--- src/rtl/port_tx_serializer.sv ---
// Captures every change of the CPU output port p1 into a small FIFO and sends each word
// on a UART-style line: start bit, 16 data bits LSB first, stop bit.
module port_tx_serializer #(
  parameter int DEPTH    = 4,
  parameter int BAUD_DIV = 4
) (
  input  logic                   clk,
  input  logic                   rst,
  input  logic [15:0]            p1,
  output logic                   tx,
  output logic                   busy,
  output logic                   overflow,
  output logic [$clog2(DEPTH):0] level
);

  localparam int AW = $clog2(DEPTH);
  localparam int BW = (BAUD_DIV > 1) ? $clog2(BAUD_DIV) : 1;
  localparam logic [BW-1:0] BAUD_LAST = BW'(BAUD_DIV - 1);
  localparam logic [AW:0]   FULL      = (AW + 1)'(DEPTH);

  typedef enum logic [1:0] {IDLE, START, DATA, STOP} state_t;

  state_t        state, state_n;
  logic [15:0]   prev;
  logic [15:0]   mem [DEPTH];
  logic [AW-1:0] wr_ptr, rd_ptr;
  logic [BW-1:0] baud, baud_n;
  logic [3:0]    bitcnt, bitcnt_n;
  logic [15:0]   shift, shift_n;
  logic          tx_n;
  logic          capture, push, pop, baud_end;

  // A full FIFO still takes a word when the serializer pops in the same cycle.
  assign capture  = (p1 != prev);
  assign push     = capture && ((level < FULL) || pop);
  assign baud_end = (baud == BAUD_LAST);
  assign busy     = (state != IDLE) || (level != '0);

  always_ff @(posedge clk or negedge rst) begin
    if (!rst) begin
      prev     <= '0;
      wr_ptr   <= '0;
      rd_ptr   <= '0;
      level    <= '0;
      overflow <= 1'b0;
    end else begin
      if (capture) prev <= p1;
      if (push) wr_ptr <= wr_ptr + 1'b1;
      if (pop) rd_ptr <= rd_ptr + 1'b1;
      if (push && !pop) level <= level + 1'b1;
      else if (pop && !push) level <= level - 1'b1;
      if (capture && !push) overflow <= 1'b1;
    end
  end

  always_ff @(posedge clk) begin
    if (push) mem[wr_ptr] <= p1;
  end

  always_ff @(posedge clk or negedge rst) begin
    if (!rst) begin
      state  <= IDLE;
      baud   <= '0;
      bitcnt <= '0;
      shift  <= '0;
      tx     <= 1'b1;
    end else begin
      state  <= state_n;
      baud   <= baud_n;
      bitcnt <= bitcnt_n;
      shift  <= shift_n;
      tx     <= tx_n;
    end
  end

  // tx_n is the line level for the next cycle, so tx only moves on bit boundaries.
  always_comb begin
    state_n  = state;
    baud_n   = baud_end ? '0 : baud + 1'b1;
    bitcnt_n = bitcnt;
    shift_n  = shift;
    tx_n     = tx;
    pop      = 1'b0;
    case (state)
      IDLE: begin
        baud_n = '0;
        tx_n   = 1'b1;
        if (level != '0) begin
          pop     = 1'b1;
          shift_n = mem[rd_ptr];
          state_n = START;
          tx_n    = 1'b0;
        end
      end
      START: begin
        if (baud_end) begin
          state_n  = DATA;
          bitcnt_n = '0;
          tx_n     = shift[0];
        end
      end
      DATA: begin
        if (baud_end) begin
          if (bitcnt == 4'd15) begin
            state_n = STOP;
            tx_n    = 1'b1;
          end else begin
            bitcnt_n = bitcnt + 1'b1;
            shift_n  = {1'b0, shift[15:1]};
            tx_n     = shift[1];
          end
        end
      end
      STOP: begin
        if (baud_end) begin
          if (level != '0) begin
            pop     = 1'b1;
            shift_n = mem[rd_ptr];
            state_n = START;
            tx_n    = 1'b0;
          end else begin
            state_n = IDLE;
            tx_n    = 1'b1;
          end
        end
      end
      default: state_n = IDLE;
    endcase
  end

endmodule
--- config.mk ---
export PLATFORM = sky130hd
export DESIGN_NAME = port_tx_serializer
export DESIGN_NICKNAME = d
export VERILOG_FILES = /design/src/rtl/port_tx_serializer.sv
export SDC_FILE = /design/constraint.sdc
export NUM_CORES = 1
export LEC_CHECK = 0
export CAP_MARGIN = 40
export CELL_PAD_IN_SITES_DETAIL_PLACEMENT = 0
export CELL_PAD_IN_SITES_GLOBAL_PLACEMENT = 1
export CORE_ASPECT_RATIO = 0.8
export CORE_UTILIZATION = 35
export DETAILED_ROUTE_END_ITERATION = 6
export PLACE_DENSITY_LB_ADDON = 0.1
export SETUP_SLACK_MARGIN = 0.3
export SLEW_MARGIN = 10
export SYNTH_ARGS = -nofsm -noshare
export SYNTH_HDL_FRONTEND = slang
export SYNTH_SLANG_ARGS = --single-unit
--- constraint.sdc ---
create_clock -name clk -period 3 [get_ports clk]
set_input_delay 0.45 -clock clk [delete_from_list [all_inputs] [get_ports clk]]
set_output_delay 0.45 -clock clk [all_outputs]
set_load 0.03 [all_outputs]
==> flow_metrics.tcl <==
set metrics [dict create \
    start_util_pct 36.29 \
    ys_top_cells_by_area "edfxtp_1 41%, dfrtp_1 26%, mux4_2 7.7%" \
    drc 0 \
    cts_tree "done" \
    fin_setup_tns_ns 0 \
    nNetsFinal 385 \
    outcome "finished, final reports clean" \
    synth_enable_flop_cells 64 \
    synth_cells 308 \
    grt_first_pass_wirelength_um 14920 \
    max_freq_mhz 385.8 \
    path_buf_inv 3 \
    drive_gt1_share_pct 23.98 \
    die_w_um 131.6 \
    grt-ovfl-total 0 \
    vdd_drop_max_uv 465.0 \
    clkTransAtPathRegs_ns 0.06 \
    ys_warn_count 0 \
    clk_latency_ns 0.40 \
    rows 37 \
    grt_max_degree 32 \
    synth_top_cell_by_area "edfxtp_1" \
    synthDistinctLibCells 43 \
    cts_buffers 17 \
    htree_levels 4 \
    period_needed_ns 2.592 \
    hold_path.class "primary input to async pin" \
    cpLargestDelayFamily "buffers and inverters" \
    ys_seq_area_share_pct 66.94 \
    synth_flop_cell "edfxtp_1" \
    post_cts_buffers 0 \
    worstSetupPathType "primary input to flip-flop" \
    grt_pass1_vias 2711 \
    synth_fp_nets 339 \
    drt-initial-drc-count 123 \
    cts_max_path_buffers 2 \
    setup_viol 0 \
    crit_required_ns 3.29 \
    place_congestion 0.7213 \
    cp_max_fo 2 \
    wirelength_um 8937 \
    worst_ep_arrival_time_ns 2.88 \
    rsz0062_at_grt "no" \
    antenna_found_initial 0 \
    die_h_um 105.7 \
    worst_path_max_delay_cell "clkdlybuf4s50_1" \
    clock-root-buffer "clkbuf_16" \
    antenna_cells 0 \
    yosysTopAreaCellShare_pct 40.85 \
    avgSynthCellArea_um2 15.27 \
    yosys-top-cells-count "64 x edfxtp_1, 48 x dfrtp_1, 20 x nor2_1" \
    vias 2507 \
    final-max-slew-violation-count 0 \
    track_usage_pct 14.69 \
    final_hold_viol_count 0 \
    maxSlewHeadroom_pct 69.37 \
    hpwl_um 5739 \
    ios 24 \
    cap_violations 0 \
    port-buffer-count 23 \
    max_stage_delay_ns 0.50 \
    regToRegSetupSlack_ns 0.48 \
    end_kind "flip-flop" \
    ys_ff_latch 113 \
    fin_skew_ns 0.006115 \
    synth.most_common_cell "edfxtp_1" \
    p_leak_nw 2.252 \
    via_per_inst 4.625 \
    syn_area_um2 4705 \
    design.core.area_um2 12960 \
    avgRoutedWirePerCell_um 16.49 \
    powerDensity_nw_per_um2 1155 \
    clock_sinks 113 \
    finalPower_mw 6.854 \
    syn2layout_area_growth_pct 26.20 \
    firstDrtPassIters 4 \
    dieArea_um2 13910 \
    ant_nets 0 \
    cp-start-kind "primary input" \
    worstMarginPinSlew_ns 0.4563 \
    synthArstFlopShare_pct 43.36 \
    worstPathCellList "clkdlybuf4s50_1, xnor2_1, nand4_1, nor4_4, buf_4, a21oi_4, ha_1, inv_1, fa_1, mux2_2" \
    finalCritPeriodShare_pct 86.40 \
]
==> cell usage in the layout, fill, tap and decap left out, types with 2 or more instances in the layout <==
cell type        netlist  final
a21oi_1               17     17
and2_1                 4      4
buf_12                 0      4
buf_4                  1     26
bufinv_16              0      3
clkbuf_1              19      2
clkbuf_16              0     17
clkdlybuf4s50_1        0     22
clkinv_1               0      2
clkinv_4               0      3
clkinvlp_4             0      2
dfrtp_1               48     47
edfxtp_1              64     64
ha_1                  12     12
inv_1                  9      9
inv_6                  0      2
mux2_2                 2      2
mux2i_1               15     15
mux4_2                16     16
nand2_1               10     10
nand3_1                6      6
nand4_1                5      5
nor2_1                20     20
nor3_1                 2      2
o21ai_0                6      6
o21ai_1                2      2
o31ai_1                2      2
xnor2_1               19     19
xor2_1                 3      3
==> per-stage QoR <==
step	instance area, um2	utilization (%)	std cells	hold WS (ns)	setup slack [ns]
after global placement	5305	40.93	509	0.4325	-0.1851
after global routing	5937	45.80	542	0.08975	0.3065
after CTS	5936	45.79	542	0.07526	0.3005
after detailed placement	5333	41.14	510	0.4361	-0.1766
final	5937	45.80	542	0.06577	0.4081
after floorplan	4705	-	308	0.1544	0.3913
==> sequential cells by signal (all words and copies together), names as in the netlist <==
signal	count
baud	2
bitcnt	4
level	3
mem	64
overflow	1
prev	16
rd_ptr	2
shift	16
state	2
tx	1
wr_ptr	2
==> worst register-to-register path, cell delays in order, from the launching register on <==
cell     delay (ns)
dfrtp_1        0.41
inv_1          0.10
ha_1           0.29
or3_1          0.45
a21oi_4        0.18
ha_1           0.19
inv_1          0.06
fa_1           0.37
xor2_1         0.15
nor2_1         0.11
xor2_1         0.15
==> final timing paths <==
kind                            startpoint  endpoint  cells past startpoint
min in group clk                   baud[0]   baud[0]                      1
max in group asynchronous              rst        tx                      2
worst min register to register     baud[0]   baud[0]                      1
worst min-delay path                   rst   prev[2]                      2
worst max register to register    state[1]  level[2]                     10
worst max-delay path                p1[12]  level[1]                     10
==> report_power, final <==
group	leakage (nW)	internal, mW	switching, mW	total, mW
Combinational	0.814	1.13	1.25	2.38
Sequential	1.15	2.22	0.239	2.46
Clock	0.283	1.31	0.716	2.02
==> area by class of cell <==
| cell class | instances | area [um2] |
|---|---|---|
| clock buffers | 19 | 432.9 |
| clock inverters | 13 | 161.4 |
| fillers | 1175 | 7025 |
| inverters | 9 | 33.78 |
| multi-input cells | 159 | 1411 |
| flip-flops and latches | 113 | 3151 |
| well taps | 175 | 219.0 |
| repair buffers | 54 | 528.0 |
==> routing by layer <==
metal | track usage, % | up-vias | wire length (um)
met5 | 0 | - | 0
met4 | 7.226 | 0 | 143
met3 | 3.944 | 10 | 227
met2 | 22.34 | 31 | 4170
met1 | 19.46 | 1261 | 4396
li1 | - | 1205 | -
==> kinds of logic (layout without fill, tap and decap cells) <==
group / Yosys count / after routing / synth area share [%]
flip-flops: 113 / 113 / 66.94
AND/OR/NAND/NOR: 55 / 55 / 5.851
multiplexers: 34 / 34 / 11.65
adder cells (fa/ha/maj): 13 / 13 / 3.617
XOR/XNOR: 22 / 22 / 4.096
buffers and inverters: 36 / 95 / 3.245
AO/OA/AOI/OAI: 35 / 35 / 4.601
==> repair_timing <==
action / CTS / global route
pin swaps: 0 / 2
gates resized for setup: 1 / 1
hold buffers: 0 / 0
setup endpoints to repair: 1 / 2
Note: power is estimated with default switching activity, not from simulation.
